**config.mk**
```make
export PLATFORM = sky130hd
export DESIGN_NAME = count_uart_reporter
export DESIGN_NICKNAME = d
export VERILOG_FILES = /design/src/rtl/count_uart_reporter_pkg.sv /design/src/rtl/count_uart_reporter_bin2bcd_seq.sv /design/src/rtl/count_uart_reporter.sv
export SDC_FILE = /design/constraint.sdc
export NUM_CORES = 1
export LEC_CHECK = 0
export BUFFER_PORTS_ARGS = -buffer_cell sky130_fd_sc_hd__buf_2
export CAP_MARGIN = 20
export CORE_MARGIN = 1
export CORE_UTILIZATION = 45
export DETAILED_ROUTE_END_ITERATION = 8
export GPL_TIMING_DRIVEN = 0
export HOLD_SLACK_MARGIN = 0.06
export PLACE_DENSITY = 0.75
export SYNTH_ARGS = -nofsm -noshare
export SYNTH_HDL_FRONTEND = slang
export SYNTH_SLANG_ARGS = --single-unit
```
**constraint.sdc**
```tcl
create_clock -name clk -period 4.8 [get_ports clk]
set_input_delay 0.96 -clock clk [delete_from_list [all_inputs] [get_ports clk]]
set_output_delay 0.96 -clock clk [all_outputs]
set_load 0.02 [all_outputs]
```
**src/rtl/count_uart_reporter_pkg.sv**
```systemverilog
`default_nettype none
// +----------------------------------------------------------------------+
// | count_uart_reporter_pkg                                              |
// | Shared constants, FSM state type and frame byte helper.              |
// | Rev 1.0                                                              |
// +----------------------------------------------------------------------+
package count_uart_reporter_pkg;

   localparam logic [7:0]  ASCII_ZERO = 8'h30;
   localparam logic [7:0]  ASCII_CR   = 8'h0D;
   localparam logic [7:0]  ASCII_LF   = 8'h0A;
   localparam int          FRAME_LEN  = 6;
   localparam int          BCD_BIN_W  = 14;
   localparam logic [13:0] MAX_VALUE  = 14'd9999;

   typedef enum logic [2:0] {
      ST_IDLE    = 3'd0,
      ST_SNAP    = 3'd1,
      ST_CONV    = 3'd2,
      ST_LOAD    = 3'd3,
      ST_WAIT_HI = 3'd4,
      ST_WAIT_LO = 3'd5
   } rpt_state_e;

   // Byte idx of the "dddd\r\n" frame, thousands digit first.
   function automatic logic [7:0] frame_byte(input logic [2:0] idx,
                                             input logic [3:0] d3,
                                             input logic [3:0] d2,
                                             input logic [3:0] d1,
                                             input logic [3:0] d0);
      logic [7:0] b;
      case (idx)
         3'd0:    b = ASCII_ZERO + {4'b0000, d3};
         3'd1:    b = ASCII_ZERO + {4'b0000, d2};
         3'd2:    b = ASCII_ZERO + {4'b0000, d1};
         3'd3:    b = ASCII_ZERO + {4'b0000, d0};
         3'd4:    b = ASCII_CR;
         default: b = ASCII_LF;
      endcase
      return b;
   endfunction

endpackage
`default_nettype wire

```
**src/rtl/count_uart_reporter_bin2bcd_seq.sv**
```systemverilog
`default_nettype none
// +----------------------------------------------------------------------+
// | count_uart_reporter_bin2bcd_seq                                      |
// | Sequential binary (0..9999) to 4-digit BCD by repeated subtraction.  |
// | Rev 1.0                                                              |
// +----------------------------------------------------------------------+
module count_uart_reporter_bin2bcd_seq
   import count_uart_reporter_pkg::*;
(
   input  logic                 clk,
   input  logic                 rst,
   input  logic                 i_start,
   input  logic [BCD_BIN_W-1:0] i_bin,
   output logic                 o_done,
   output logic [3:0]           o_d3,
   output logic [3:0]           o_d2,
   output logic [3:0]           o_d1,
   output logic [3:0]           o_d0
);

   logic                 r_active;
   logic [1:0]           r_phase;
   logic [BCD_BIN_W-1:0] r_rem;
   logic [3:0]           r_d3;
   logic [3:0]           r_d2;
   logic [3:0]           r_d1;
   logic [BCD_BIN_W-1:0] w_weight;
   logic                 w_ge;

   always_comb begin
      w_weight = 14'd10;
      case (r_phase)
         2'd0:    w_weight = 14'd1000;
         2'd1:    w_weight = 14'd100;
         default: w_weight = 14'd10;
      endcase
   end

   assign w_ge = (r_rem >= w_weight);

   // Done in the same cycle as the final tens advance, so 9999 spends 30 cycles here.
   assign o_done = r_active && (r_phase == 2'd2) && !w_ge;
   assign o_d3   = r_d3;
   assign o_d2   = r_d2;
   assign o_d1   = r_d1;
   assign o_d0   = r_rem[3:0];

   always_ff @(posedge clk) begin
      if (rst) begin
         r_active <= 1'b0;
         r_phase  <= 2'd0;
         r_rem    <= '0;
         r_d3     <= 4'd0;
         r_d2     <= 4'd0;
         r_d1     <= 4'd0;
      end else if (i_start) begin
         r_active <= 1'b1;
         r_phase  <= 2'd0;
         r_rem    <= i_bin;
         r_d3     <= 4'd0;
         r_d2     <= 4'd0;
         r_d1     <= 4'd0;
      end else if (r_active) begin
         if (w_ge) begin
            r_rem <= r_rem - w_weight;
            case (r_phase)
               2'd0:    r_d3 <= r_d3 + 4'd1;
               2'd1:    r_d2 <= r_d2 + 4'd1;
               default: r_d1 <= r_d1 + 4'd1;
            endcase
         end else if (r_phase == 2'd2) begin
            r_active <= 1'b0;
         end else begin
            r_phase <= r_phase + 2'd1;
         end
      end
   end

endmodule
`default_nettype wire

```
**src/rtl/count_uart_reporter.sv**
```systemverilog
`default_nettype none
// +----------------------------------------------------------------------+
// | count_uart_reporter                                                  |
// | Snapshots the counter on request/tick and sends "dddd\r\n" on UART.  |
// | Rev 1.0                                                              |
// +----------------------------------------------------------------------+
module count_uart_reporter
   import count_uart_reporter_pkg::*;
#(
   parameter int         COUNT_W     = 14,
   parameter logic [7:0] REQ_CHAR    = 8'h53,
   parameter int         AUTO_PERIOD = 0
) (
   input  logic               clk,
   input  logic               rst,
   input  logic [COUNT_W-1:0] count_reg,
   input  logic [7:0]         rx_data,
   input  logic               rx_done,
   input  logic               tx_busy,
   output logic               tx_start,
   output logic [7:0]         tx_data,
   output logic               busy
);

   rpt_state_e           r_state;
   logic                 r_pending;
   logic [2:0]           r_idx;
   logic                 r_tx_start;
   logic [7:0]           r_tx_data;

   logic                 w_tick;
   logic                 w_req;
   logic                 w_conv_start;
   logic                 w_conv_done;
   logic [BCD_BIN_W-1:0] w_snap_value;
   logic [3:0]           w_d3;
   logic [3:0]           w_d2;
   logic [3:0]           w_d1;
   logic [3:0]           w_d0;

   generate
      if (AUTO_PERIOD > 0) begin : g_auto
         localparam int AW = (AUTO_PERIOD > 1) ? $clog2(AUTO_PERIOD) : 1;
         logic [AW-1:0] r_auto_cnt;

         assign w_tick = (r_auto_cnt == AW'(AUTO_PERIOD - 1));

         always_ff @(posedge clk) begin
            if (rst) begin
               r_auto_cnt <= '0;
            end else if (w_tick) begin
               r_auto_cnt <= '0;
            end else begin
               r_auto_cnt <= r_auto_cnt + AW'(1);
            end
         end
      end else begin : g_no_auto
         assign w_tick = 1'b0;
      end
   endgenerate

   assign w_req        = (rx_done && (rx_data == REQ_CHAR)) || w_tick;
   assign w_conv_start = (r_state == ST_SNAP);
   assign w_snap_value = (int'(count_reg) > int'(MAX_VALUE)) ? MAX_VALUE
                                                              : BCD_BIN_W'(count_reg);

   count_uart_reporter_bin2bcd_seq u_bin2bcd (
      .clk     (clk),
      .rst     (rst),
      .i_start (w_conv_start),
      .i_bin   (w_snap_value),
      .o_done  (w_conv_done),
      .o_d3    (w_d3),
      .o_d2    (w_d2),
      .o_d1    (w_d1),
      .o_d0    (w_d0)
   );

   always_ff @(posedge clk) begin
      if (rst) begin
         r_state    <= ST_IDLE;
         r_pending  <= 1'b0;
         r_idx      <= 3'd0;
         r_tx_start <= 1'b0;
         r_tx_data  <= 8'h00;
      end else begin
         r_tx_start <= 1'b0;
         if (w_req && (r_state != ST_IDLE)) begin
            r_pending <= 1'b1;
         end
         case (r_state)
            ST_IDLE: begin
               if (w_req || r_pending) begin
                  r_state   <= ST_SNAP;
                  r_pending <= 1'b0;
               end
            end
            ST_SNAP: r_state <= ST_CONV;
            ST_CONV: begin
               if (w_conv_done) begin
                  r_state <= ST_LOAD;
                  r_idx   <= 3'd0;
               end
            end
            ST_LOAD: begin
               if (!tx_busy) begin
                  r_tx_data  <= frame_byte(r_idx, w_d3, w_d2, w_d1, w_d0);
                  r_tx_start <= 1'b1;
                  r_state    <= ST_WAIT_HI;
               end
            end
            ST_WAIT_HI: begin
               if (tx_busy) begin
                  r_state <= ST_WAIT_LO;
               end
            end
            ST_WAIT_LO: begin
               if (!tx_busy) begin
                  if (r_idx == 3'(FRAME_LEN - 1)) begin
                     r_state <= ST_IDLE;
                  end else begin
                     r_idx   <= r_idx + 3'd1;
                     r_state <= ST_LOAD;
                  end
               end
            end
            default: r_state <= ST_IDLE;
         endcase
      end
   end

   assign tx_start = r_tx_start;
   assign tx_data  = r_tx_data;
   assign busy     = (r_state != ST_IDLE);

endmodule
`default_nettype wire

```
==> run summary, run 1 <==
The per-instance average area after synthesis came out at 8.22 sq um. Leaving out fill and tap cells, the most frequent cells in the layout are sky130_fd_sc_hd__dfxtp_1, sky130_fd_sc_hd__buf_2, sky130_fd_sc_hd__nor2_1. The critical path goes through inv_1 -> ha_1 -> buf_4 -> or3_1 -> fa_1 -> a211oi_1 -> o2bb2ai_1 -> nor3_1 -> o2111ai_1 -> or3b_1 -> a211oi_1.

The areal power density over the cells came out at 271 nW/um^2. The number of register bits inferred by synthesis came out at 42. The maximum clock insertion buffer count came out at 2. The leakage power of the design is 1.29 nW. The number of maximum-capacitance violations came out at 0. The later pin in the worst-skew pair is clocked with a latency of 0.30 ns. Setup repair after global routing left no endpoint under its margin. The quantity of gates resized following cts came out at 0. The routed wire length is 7.85 mm. The starting density of the core came out at 46.4%. The worst setup path is launched from a register. In this run the worst hold path is classified as reg -> reg. The number of levels the H-tree was split into came out at 2. The count of pins over their slew limit is 0. Routability-driven placement finished with a final weighted congestion of 0.940. The first-iteration detailed-routing DRC count is 309. The clock transition at the register clock pins on the worst setup and hold paths after CTS is 0.09 ns. The largest vdd supply drop came out at 192 uV. The I/O pin total came out at 36. Leaving out fill and tap cells, the most frequent cell in the layout is sky130_fd_sc_hd__dfxtp_1. The placeable core region came out at 6310 sq um. In the synthesized netlist the async set-or-reset flop fraction comes to 0%. The hold violation total from the final report came out at 0. The data required time at the worst endpoint came out at 5.02 ns. The routed length on met2 is 3.69 mm. The DRC violation count after routing came out at 0.

In this design, the critical path's most frequently occurring cell is sky130_fd_sc_hd__a211oi_1. Setup violations remaining at the end of the flow were counted as 0. Across all layers, the routed design uses 2910 vias. For the pin with the worst max-slew slack, the measured transition is 0.854 ns.

For the worst setup path, the data arrival time is 4.07 ns. The sequential fraction of the synthesis area came out at 28.7%. The setup slack after placement is 0.997 ns. The setup path with the least slack is of type reg -> reg. In the finished design, the share of the clock period the worst path needs comes to 80.2%.

The post-route antenna net violation count came out at 0. The cell sitting at the root of the clock tree is a sky130_fd_sc_hd__clkbuf_8. The worst pin sits at a relative slew slack of 43.0%. The post-synthesis instance area came out at 2930 sq um. The global-route wire length before repair came out at 12.8 mm. The filler cell count in the final layout is 628. The number of instances in the synthesized netlist came out at 356. The count of antenna diodes in the layout came out at 0.

The number of clock buffers added by TritonCTS is 5. The initial antenna violation count came to 0. The floorplan step set the die height to 82.6 um. The post-layout minimum cycle time came out at 3.85 ns. The highest clock rate is 0.260 GHz. The HPWL reported at the end of detailed placement came out at 5.82 mm. Ranked by total cell area, the synthesized netlist is headed by sky130_fd_sc_hd__dfxtp_1, sky130_fd_sc_hd__ha_1, sky130_fd_sc_hd__nor2_1. The primary flip-flop cell chosen by synthesis mapping is sky130_fd_sc_hd__dfxtp_1. The number of warnings printed during yosys synthesis came out at 0. The total negative setup slack is 0 ns. Routed signal wires occupy layers up through met4. The horizontal die dimension came out at 82.6 um. The total of hold buffers inserted after clock tree synthesis is 0.

The largest fanout of any net on the critical path came out at 10. Entering global routing, the biggest net connects 14 pins. STA classifies the critical path endpoint as a register. For this block, wires on met1 add up to 3.51 mm. The met3 wirelength from detailed routing came out at 535 um. The via-per-instance ratio is 6.13. The count of distinct cell types in the synthesized netlist is 71.

The largest stage delay on the critical path came out at 0.64 ns. The overflow left after global routing came out at 0. The top-area cell type share of the netlist area came out at 28.7%. The total global routing track utilization came out at 24.6%. The fraction of layout instances using a drive strength above 1 came out at 18.1%.

The dominant cell type by area after synthesis is sky130_fd_sc_hd__dfxtp_1. In this run the core area contains 29 standard-cell rows. The number of buffers inserted by port buffering is 33. For this design, the sink count on the clock tree is 42.

Relative to the synthesized area, the layout overhead comes to 12.0%. The worst setup slack after layout is 0.949 ns. The clock tree from TritonCTS is yes. The number of enable flip-flop cells after synthesis is 0. The floorplan step defined a die boundary enclosing 6830 sq um. The number of global-route vias before repair is 2624. The detailed-router iteration count before antenna repair came out at 5. The worst-case clock skew is 0.00703 ns. The slowest stage of the critical path is the sky130_fd_sc_hd__nor3_1 cell. The post-CTS repair timing setup buffer count is 0. The flow ran to the end, and the final reports show no timing, DRC or antenna violations. The number of nets in the finished design came out at 441. In the final routed layout, each cell accounts on average for 16.5 um.
[sequential cells by signal, indices dropped and copies added (netlist names), 2 cells and up]
register	count
u_bin2bcd.r_rem	14
tx_data	5
u_bin2bcd.o_d1	4
u_bin2bcd.o_d2	4
u_bin2bcd.o_d3	4
r_idx	3
r_state	3
u_bin2bcd.r_phase	2
[critical path, delay by kind of cell (launching register included)]
family | cells | cell delay (ns)
simple gates | 3 | 1.35
flops | 1 | 0.40
compound gates | 4 | 1.03
fa+ha+maj | 2 | 0.69
buf+inv | 2 | 0.28
[logic make-up after synthesis]
logic type,after synthesis,synth area share (%)
DFF,42,28.7
muxes,8,2.78
and+or+nand+nor,131,23.2
other,1,0.128
AOI/OAI and AO/OA,106,28.0
adders and majority gates,18,7.95
buffers and inverters,40,6.28
xor gates and xnor gates,10,2.99
[routing by layer]
metal | GRT usage, % | vias to the layer above
li1 | - | 1417
met4 | 8.10 | 0
met2 | 39.3 | 109
met3 | 4.51 | 16
met5 | 0 | -
met1 | 33.2 | 1368
[final timing paths]
check / from / end / slack (ns) / cells after the start
setup reg to reg: u_bin2bcd.r_phase[0]$_SDFFE_PP0P_ / u_bin2bcd.r_rem[13]$_SDFFE_PP0P_ / 0.95 / 11
hold / removal: u_bin2bcd.r_rem[7]$_SDFFE_PP0P_ / u_bin2bcd.r_rem[7]$_SDFFE_PP0P_ / 0.46 / 2
setup / recovery: u_bin2bcd.r_phase[0]$_SDFFE_PP0P_ / u_bin2bcd.r_rem[13]$_SDFFE_PP0P_ / 0.95 / 11
hold reg to reg: u_bin2bcd.r_rem[7]$_SDFFE_PP0P_ / u_bin2bcd.r_rem[7]$_SDFFE_PP0P_ / 0.46 / 2
[Yosys cell counts (4+ instances only)]
| cell | instances |
|---|---|
| sky130_fd_sc_hd__ha_1 | 17 |
| sky130_fd_sc_hd__o21ai_0 | 17 |
| sky130_fd_sc_hd__o2111ai_1 | 5 |
| sky130_fd_sc_hd__clkbuf_1 | 15 |
| sky130_fd_sc_hd__a21oi_1 | 18 |
| sky130_fd_sc_hd__nor2_1 | 29 |
| sky130_fd_sc_hd__mux2i_1 | 7 |
| sky130_fd_sc_hd__or2_2 | 4 |
| sky130_fd_sc_hd__nand2b_1 | 7 |
| sky130_fd_sc_hd__a211oi_1 | 8 |
| sky130_fd_sc_hd__xnor2_1 | 7 |
| sky130_fd_sc_hd__nand4_1 | 7 |
| sky130_fd_sc_hd__a31o_2 | 4 |
| sky130_fd_sc_hd__buf_4 | 4 |
| sky130_fd_sc_hd__a22oi_1 | 5 |
| sky130_fd_sc_hd__dfxtp_1 | 42 |
| sky130_fd_sc_hd__or3_1 | 6 |
| sky130_fd_sc_hd__nand3_1 | 11 |
| sky130_fd_sc_hd__a31oi_1 | 6 |
| sky130_fd_sc_hd__nand2_1 | 28 |
| sky130_fd_sc_hd__nor3_1 | 12 |
| sky130_fd_sc_hd__inv_1 | 16 |
| sky130_fd_sc_hd__nor2b_1 | 6 |
[through the flow]
| stage | hold WS (ns) | cell area, sq um | cells | utilization, % | total power, mW |
|---|---|---|---|---|---|
| after floorplan | 0.438 | 2930 | 357 | - | 0.584 |
| after global placement | 0.456 | 3190 | 467 | 50.6 | 0.646 |
| after detailed placement | 0.458 | 3190 | 467 | 50.6 | 0.650 |
| after CTS | 0.471 | 3280 | 475 | 51.9 | 0.886 |
| after global routing | 0.500 | 3280 | 475 | 51.9 | 0.937 |
| final | 0.464 | 3280 | 475 | 51.9 | 0.889 |
[cell type report]
cell class	instances	area, sq um	share of cell area (%)
Buffer	24	124	3.78
Clock buffer	6	72.6	2.21
Clock inverter	2	13.8	0.420
Inverter	16	60.1	1.83
Multi-Input combinational cell	275	1910	58.1
Sequential cell	42	841	25.6
Tap cell	77	96.3	2.94
Timing Repair Buffer	33	165	5.04
[power by group]
| part | total (mW) | switching (mW) | leakage, nW | internal, mW |
|---|---|---|---|---|
| clock network | 0.239 | 0.136 | 0.0452 | 0.103 |
| registers | 0.381 | 0.0163 | 0.339 | 0.365 |
| logic | 0.269 | 0.169 | 0.903 | 0.101 |
Power figures use the tool's default switching activity.
==> run 2, diff against run 1 <==
PLACE_DENSITY = 0.78   (was 0.75)
clock period = 3.5 ns   (was 4.8 ns; I/O delays follow)
==> run 2 against run 1 <==
Compared with the run above: critical path depth stayed put; first-iteration DRC count rose by 2.6%; maximum frequency grew 15%; design area increased by 1.7%; flip-flop and latch count unchanged; clock skew is 0.0010 ns higher; routed wire length decreased by 1.4%; worst hold slack gained 0.0093 ns; die area unchanged; count of clock-buffer cells in the layout is 1 lower; sequential power is 37% higher; non-clock buffer count is 3 lower; critical path type unchanged.
==> run summary, run 2 (synthesis results as in run 1) <==
In this run the most critical hold path is launched from u_bin2bcd.r_rem[7]$_SDFFE_PP0P_. The fraction of layout instances using a drive strength above 1 is 19.7% (+1.7 points). The first-iteration detailed-routing DRC count came out at 317 (+2.6%). The clock tree from TritonCTS is yes. The top cell types in the final layout, fill and taps aside, are sky130_fd_sc_hd__dfxtp_1, sky130_fd_sc_hd__buf_2, sky130_fd_sc_hd__nor2_1.

The data required time at the worst endpoint came out at 3.72 ns (-1.30 ns). The clock root buffer master is sky130_fd_sc_hd__clkbuf_8. STA classifies the critical path startpoint as a register.

The horizontal die dimension is 82.6 um (unchanged). From synthesis to final layout, the design area changed by 13.9%. The site row count is 29 (unchanged). Walking the worst path, the cells encountered are inv_1 -> ha_1 -> buf_4 -> or3_1 -> fa_1 -> a211oi_4 -> o2bb2ai_1 -> nor3_4 -> o2111ai_1 -> or3b_1 -> a211oi_1. The number of levels the H-tree was split into is 2 (unchanged). The clock transition at the register clock pins on the worst setup and hold paths after CTS came out at 0.09 ns (about the same). The global-route wire length before repair was 12.5 mm (-1.9%). The number of flip-flops in the largest register is 14 (unchanged). The largest vdd supply drop came to 211 uV (+9.8%).

The total chip power is 1.31 mW (+47%). The areal power density over the cells came out at 393 nW/um^2 (+45%). The placeable core region came out at 6310 sq um (unchanged). The starting density of the core is 46.4% (unchanged). The worst hold path belongs to the class reg -> reg. The worst slew slack as a fraction of its limit came out at 44.3% (+1.3 points).

The worst setup slack after layout came out at 0.153 ns (-0.796 ns). The largest net degree at the start of global routing is 15 (+1). The cell depth of the worst hold path was 2 (unchanged). The nature of the critical path endpoint is a register. The final RePlAce weighted congestion is 0.921 (-2.0%).

The highest clock rate is 0.299 GHz (+15%). For hold timing, the worst endpoint is u_bin2bcd.r_rem[7]$_SDFFE_PP0P_. The path depth of the worst reg2reg path came out at 11 (unchanged).

The HPWL reported at the end of detailed placement came out at 5.81 mm (-0.13%). The routed wire length was 7.74 mm (-1.4%). The count of final setup violators is 0 (unchanged). The sequential power share is 39.9% (-3.0 points). The TritonCTS sink count came out at 42 (unchanged).

The number of global-route vias before repair is 2672 (+1.8%). The worst-case clock skew is 0.00805 ns (+0.00101 ns). The post-layout utilization of the core is 52.8% (+0.89 points).

The hold violation total from the final report was 0 (unchanged). Counting flops per register, the top entry is u_bin2bcd.r_rem. The clock insertion delay at the later pin of the skew report is 0.30 ns (about the same). The leakage power of the design was 1.31 nW (+1.6%). The largest stage delay on the critical path is 0.45 ns (-0.19 ns). The maximum clock insertion buffer count was 2 (unchanged). The cell family contributing the most delay on the critical path is simple AND/OR/NAND/NOR gates. The start-to-end type of the worst setup path is reg -> reg. The wire length per cell came out at 16.4 um (-0.79%). The post-layout minimum cycle time came out at 3.35 ns (-0.504 ns).

The largest fanout of any net on the critical path is 10 (unchanged). The detailed-router iteration count before antenna repair was 5 (unchanged). The initial antenna violation count came out at 0 (unchanged). The setup slack of the worst register-to-register path is 0.15 ns (-0.80 ns). The data arrival time of the critical path is 3.57 ns (-0.50 ns). The total global routing track utilization came to 23.9% (-0.66 points).

The transition time of the tightest slew-check pin is 0.835 ns (-0.0194 ns). The I/O pin total is 36 (unchanged). In this run the critical register-to-register path is launched from u_bin2bcd.r_phase[0]$_SDFFE_PP0P_.

The via-per-instance ratio came out at 6.17 (+0.70%). The count of pins over their slew limit is 0 (unchanged). The final standard cell area without fillers was 3330 sq um (+1.7%). The setup slack after placement came to -0.255 ns (-1.25 ns). The post-route antenna net violation count was 0 (unchanged). The total of hold buffers inserted after clock tree synthesis came out at 0 (unchanged). The count of antenna diodes in the layout is 0 (unchanged).

The number of buffers inserted by port buffering came out at 33 (unchanged). The worst reg2reg path endpoint is u_bin2bcd.r_rem[13]$_SDFFE_PP0P_. The total net switching power came out at 451 uW (+40%). The leading cell type in the layout, fill and taps excluded is sky130_fd_sc_hd__dfxtp_1.

The proportion of power drawn by the clock network came out at 30.9% (+4.0 points). The full die area came out at 6830 sq um (unchanged). The DRC violation count after routing is 0 (unchanged). The total negative setup slack came to 0 ns (unchanged). The filler cell count in the final layout is 588 (-6.4%). The part of the total power dissipated in combinational logic is 29.2% (-1.1 points).

The post-place instance area came out at 3190 sq um (unchanged). The chip height came out at 82.6 um (unchanged). The internal power of the cells was 859 uW (+51%). The via total after detailed routing came out at 2912 (+0.069%). The overflow left after global routing is 0 (unchanged). The number of maximum-capacitance violations is 0 (unchanged).

The fraction of power spent switching nets came to 34.4% (-1.7 points). The largest individual stage delay along the critical path comes from the cell sky130_fd_sc_hd__fa_1. The number of clock buffers inserted by TritonCTS came out at 5 (unchanged). The flow ran to the end, and the final reports show no timing, DRC or antenna violations. The number of nets in the finished design is 438 (-0.68%). The number of buffers and inverters on the critical path is 2 (unchanged).

Setup repair after global routing left no endpoint under its margin. The post-route clock period utilization came to 95.6% (+15 points).
## run 2: worst reg2reg max path, cell delays in order, from the launching register on
cell	delay, ns
sky130_fd_sc_hd__dfxtp_1	0.40
sky130_fd_sc_hd__inv_1	0.08
sky130_fd_sc_hd__ha_1	0.27
sky130_fd_sc_hd__buf_4	0.20
sky130_fd_sc_hd__or3_1	0.32
sky130_fd_sc_hd__fa_1	0.45
sky130_fd_sc_hd__a211oi_4	0.29
sky130_fd_sc_hd__o2bb2ai_1	0.14
sky130_fd_sc_hd__nor3_4	0.33
sky130_fd_sc_hd__o2111ai_1	0.17
sky130_fd_sc_hd__or3b_1	0.39
sky130_fd_sc_hd__a211oi_1	0.21
## run 2: worst max-delay path by stage
stage	from	to	slack (ns)	depth (start not counted)
final	u_bin2bcd.r_phase[0]$_SDFFE_PP0P_	u_bin2bcd.r_rem[13]$_SDFFE_PP0P_	0.15	11
after global routing	u_bin2bcd.r_phase[0]$_SDFFE_PP0P_	u_bin2bcd.r_rem[13]$_SDFFE_PP0P_	0.004	11
after CTS	u_bin2bcd.r_phase[0]$_SDFFE_PP0P_	u_bin2bcd.r_rem[13]$_SDFFE_PP0P_	0.07	11
after detailed placement	u_bin2bcd.r_phase[0]$_SDFFE_PP0P_	u_bin2bcd.r_rem[13]$_SDFFE_PP0P_	-0.26	11
after global placement	u_bin2bcd.r_phase[0]$_SDFFE_PP0P_	u_bin2bcd.r_rem[13]$_SDFFE_PP0P_	-0.21	11
after floorplan	u_bin2bcd.r_phase[0]$_SDFFE_PP0P_	u_bin2bcd.r_rem[13]$_SDFFE_PP0P_	0.26	11
## run 2: cell type report
cell class / instances / area, sq um / area share [%]
repair buffers: 33 / 165 / 4.95
well taps: 77 / 96.3 / 2.89
plain buffers: 21 / 113 / 3.38
multi-input cells: 275 / 1950 / 58.4
flip-flops and latches: 42 / 841 / 25.2
inverters: 16 / 60.1 / 1.80
clock inverters: 3 / 43.8 / 1.31
clock buffers: 5 / 68.8 / 2.06
## run 2: layer usage
layer	vias to the layer above	GRT usage (%)	share of wire, %
met5	-	0	0
li1	1411	-	-
met2	124	39.5	47
met4	0	8.45	1.5
met3	18	5.38	7.8
met1	1359	30.4	44
## run 2: power by group through the flow
stage / sequential (mW) / combinational (mW) / clock, mW
5_1_grt: 0.527 / 0.419 / 0.431
6_report: 0.523 / 0.382 / 0.404
3_5_place_dp: 0.533 / 0.360 / 0
4_1_cts: 0.522 / 0.367 / 0.414
3_3_place_gp: 0.532 / 0.352 / 0
2_1_floorplan: 0.527 / 0.273 / 0
## run 2: what timing repair did
item | CTS | global route
setup endpoints to repair | 4 | 23
gates resized for setup | 3 | 4
buffers inserted | 0 | 0
hold endpoints to repair | 0 | 0
## run 2: through the flow
step	hold WS (ns)	cells
2_1_floorplan	0.438	357
3_3_place_gp	0.456	467
3_5_place_dp	0.460	467
4_1_cts	0.473	475
5_1_grt	0.506	472
6_report	0.474	472
==> run 3, diff against run 2 <==
ABC_AREA = 1   (was unset)
==> run 3 against run 2 <==
Compared with the run above: combinational power grew to 3.4 times the previous value; count of clock-buffer cells in the layout unchanged; design area down 2.4%; sequential power up 27%; die area shrank 0.80%; highest routed layer unchanged; via count is 2.8% higher; global-route usage is 1.3 points lower; sequential share of layout area rose by 0.61 points; utilization increased by 0.90 points; maximum frequency grew 31%.
==> run summary, run 3 <==
The number of buffers inserted by port buffering is 33 (unchanged). The top-area cell type share of the netlist area is 29.0% (+0.24 points). The root buffer cell chosen for the clock tree is sky130_fd_sc_hd__clkbuf_8.

The chip height came out at 82.3 um (-0.40%). The DRC violation count after routing came to 0 (unchanged). The number of maximum-capacitance violations came to 0 (unchanged). The count of distinct cell types in the synthesized netlist was 37 (-48%).

The wire length per cell is 12.1 um (-26%). The starting density of the core came out at 47.9% (+1.5 points). The areal power density over the cells is 707 nW/um^2 (+80%). The total global routing track utilization came out at 22.7% (-1.3 points). TritonCTS built the clock tree. The first-iteration detailed-routing DRC count came out at 186 (-41%). The number of global-route vias before repair came out at 2670 (-0.075%). By area the synthesized netlist is led by sky130_fd_sc_hd__dfxtp_1, sky130_fd_sc_hd__nand2_1, sky130_fd_sc_hd__inv_1.

The top cell types in the final layout, fill and taps aside, are sky130_fd_sc_hd__nand2_1, sky130_fd_sc_hd__inv_1, sky130_fd_sc_hd__nor2_1. The horizontal die dimension came out at 82.3 um (-0.40%). By count the netlist is led by sky130_fd_sc_hd__nand2_1, sky130_fd_sc_hd__inv_1, sky130_fd_sc_hd__nor2_1, sky130_fd_sc_hd__dfxtp_1, sky130_fd_sc_hd__a21oi_1.

The placeable core region came out at 6060 sq um (-4.0%). The post-synthesis async set-or-reset flop share came out at 0% (unchanged). The number of levels the H-tree was split into is 2 (unchanged). The fraction of the mapped netlist area in simple logic gates came out at 36.0% (+13 points). The post-CTS repair timing setup buffer count is 0 (unchanged). Leaving out fill and tap cells, the most frequent cell in the layout is sky130_fd_sc_hd__nand2_1. The per-instance average area after synthesis is 6.27 sq um (-24%). The count of final setup violators is 0 (unchanged). The area growth from synthesis to layout came out at 12.2%.

Setup repair after global routing left no endpoint under its margin. The largest net degree at the start of global routing came out at 15 (unchanged). The min-delay analysis places its worst path in the category reg -> reg.

STA classifies the critical path startpoint as a register. The proportion of power drawn by the clock network is 14.2% (-17 points). The total chip power is 2.30 mW (+76%). The number of register bits inferred by synthesis is 42 (unchanged). The post-route antenna net violation count came out at 0 (unchanged).

The overflow left after global routing came to 0 (unchanged). By startpoint and endpoint, the worst setup path is classified as reg -> reg. The number of nets in the finished design was 548 (+25%). The fraction of power spent switching nets is 48.8% (+14 points). The via-per-instance ratio is 5.16 (-16%).

The total of hold buffers inserted after clock tree synthesis came out at 0 (unchanged). The routed wire length is 6.99 mm (-9.6%). The via total after detailed routing came out at 2994 (+2.8%). The hold violation total from the final report came out at 0 (unchanged). The count of pins over their slew limit is 0 (unchanged). The clock transition at the register clock pins on the worst setup and hold paths after CTS came out at 0.09 ns (about the same).

By area, the combinational part of the netlist is dominated by simple AND/OR/NAND/NOR gates. The number of clock buffers inserted by TritonCTS is 5 (unchanged). The total negative setup slack came out at 0 ns (unchanged). The detailed-router iteration count before antenna repair is 5 (unchanged). The internal power of the cells is 1.18 mW (+37%). The maximum clock insertion buffer count is 2 (unchanged). The quantity of gates resized following cts came to 0 (-3).

The final RePlAce weighted congestion is 0.917 (-0.41%). The I/O pin total came out at 36 (unchanged). The part of the total power dissipated in combinational logic came out at 57.0% (+28 points). The post-layout minimum cycle time came out at 2.56 ns (-0.786 ns).

The sequential fraction of the synthesis area is 29.0% (+0.24 points). The setup slack after placement came out at 0.990 ns (+1.25 ns). The clock insertion delay at the later pin of the skew report is 0.30 ns (about the same).

The full die area came to 6780 sq um (-0.80%). The number of flip-flops in the largest register came out at 14 (unchanged). The adder-cell share of the synthesized area came to 8.02% (+0.065 points).

The largest vdd supply drop was 344 uV (+63%). The TritonCTS sink count is 42 (unchanged). Of all cell types, the one taking the most synthesized area is sky130_fd_sc_hd__dfxtp_1. The number of warnings printed during yosys synthesis is 0 (unchanged).

The filler cell count in the final layout is 601 (+2.2%). The transition time of the tightest slew-check pin is 0.543 ns (-0.292 ns). The worst setup slack after layout came to 0.940 ns (+0.786 ns).

The register with the most flip-flops in the final layout is u_bin2bcd.r_rem. The run finished with clean final reports. The data arrival time of the critical path was 2.73 ns (-0.84 ns). The post-route clock period utilization came out at 73.2% (-22 points). The global-route wire length before repair was 11.6 mm (-7.5%). The leakage power of the design is 1.62 nW (+24%). The nature of the critical path endpoint is a register. The post-synthesis instance area is 2900 sq um (-0.81%). sky130_fd_sc_hd__nand2_1 is the most common cell in the netlist.

The worst-case clock skew came out at 0.0103 ns (+0.00222 ns). The initial antenna violation count is 0 (unchanged). The site row count is 28 (-3.4%). The compound-cell area share of the yosys netlist is 13.7% (-14 points). The total net switching power was 1.12 mW (+150%).

For this run, the leading register cell type out of synthesis is sky130_fd_sc_hd__dfxtp_1. The mux cell area share after synthesis came to 0% (-2.8 points). The data required time at the worst endpoint was 3.67 ns (-0.05 ns).

The highest clock rate was 0.391 GHz (+31%). The largest fanout of any net on the critical path was 10 (unchanged). The sequential power share came out at 28.9% (-11 points).

The fraction of layout instances using a drive strength above 1 is 13.9% (-5.9 points). The worst hold margin came out at 0.469 ns (-0.00432 ns). The number of instances in the synthesized netlist came out at 463 (+30%).

The worst slew slack as a fraction of its limit is 63.5% (+19 points). The count of antenna diodes in the layout came out at 0 (unchanged). The HPWL reported at the end of detailed placement is 5.57 mm (-4.3%). The number of enable flip-flop cells after synthesis came out at 0 (unchanged).

The xor/xnor share of the synthesized area came out at 2.41% (-0.58 points).
==> run 3: through the flow <==
stage,cell area (sq um),std cells,utilization [%]
after floorplan,2910,464,-
after global placement,3170,572,52.2
after detailed placement,3170,572,52.2
after CTS,3260,580,53.7
after global routing,3260,580,53.7
final,3260,580,53.7
==> run 3: cells by family after synthesis <==
family / count (synthesis)
AOI/OAI and AO/OA: 73
xor gates and xnor gates: 8
adders and majority gates: 18
buffers and inverters: 78
DFF: 42
other: 1
and+or+nand+nor: 243
==> run 3: layout make-up <==
cell class	count	area, sq um	share of cell area (%)
clock inverters	3	21.3	0.653
plain buffers	9	53.8	1.65
inverters	69	259	7.96
repair buffers	33	165	5.07
well taps	75	93.8	2.88
flip-flops and latches	42	841	25.8
multi-input cells	344	1750	53.8
clock buffers	5	68.8	2.11
==> run 3: metal layers <==
metal  track usage [%]  share of wire, %
met5                 0                 0
met4              8.60               1.9
met3              4.07               4.2
met2              39.2                47
met1              27.8                46
==> run 3: power by group through the flow <==
stage               registers, mW  clock network (mW)  logic, mW
global placement            0.669                   0       1.27
finish                      0.665               0.326       1.31
global route                0.680               0.351       1.48
CTS                         0.663               0.336       1.30
floorplan                   0.658                   0       1.03
detailed placement          0.674                   0       1.30
==> run 3: critical path, stage by stage (launching register included) <==
cell and delay (ns):
sky130_fd_sc_hd__dfxtp_1 0.40, sky130_fd_sc_hd__inv_1 0.11, sky130_fd_sc_hd__ha_1 0.27, sky130_fd_sc_hd__inv_2 0.14, sky130_fd_sc_hd__ha_1 0.31, sky130_fd_sc_hd__nand2_1 0.10, sky130_fd_sc_hd__o21bai_1 0.10, sky130_fd_sc_hd__nand2_1 0.07
sky130_fd_sc_hd__nand2_1 0.07, sky130_fd_sc_hd__nor2_1 0.23, sky130_fd_sc_hd__nand2_2 0.12, sky130_fd_sc_hd__nand2_4 0.12, sky130_fd_sc_hd__nand2_4 0.08, sky130_fd_sc_hd__buf_6 0.15, sky130_fd_sc_hd__o21ai_1 0.12, sky130_fd_sc_hd__nor2_1 0.05
==> run 3: final timing paths <==
kind | startpoint | endpoint | slack (ns) | depth (start not counted)
worst min-delay path | u_bin2bcd.o_d3[3]$_SDFFE_PP0P_ | u_bin2bcd.o_d3[3]$_SDFFE_PP0P_ | 0.47 | 2
worst max-delay path | u_bin2bcd.r_phase[0]$_SDFFE_PP0P_ | u_bin2bcd.r_rem[1]$_SDFFE_PP0P_ | 0.94 | 15
worst min register to register | u_bin2bcd.o_d3[3]$_SDFFE_PP0P_ | u_bin2bcd.o_d3[3]$_SDFFE_PP0P_ | 0.47 | 2
worst max register to register | u_bin2bcd.r_phase[0]$_SDFFE_PP0P_ | u_bin2bcd.r_rem[1]$_SDFFE_PP0P_ | 0.94 | 15
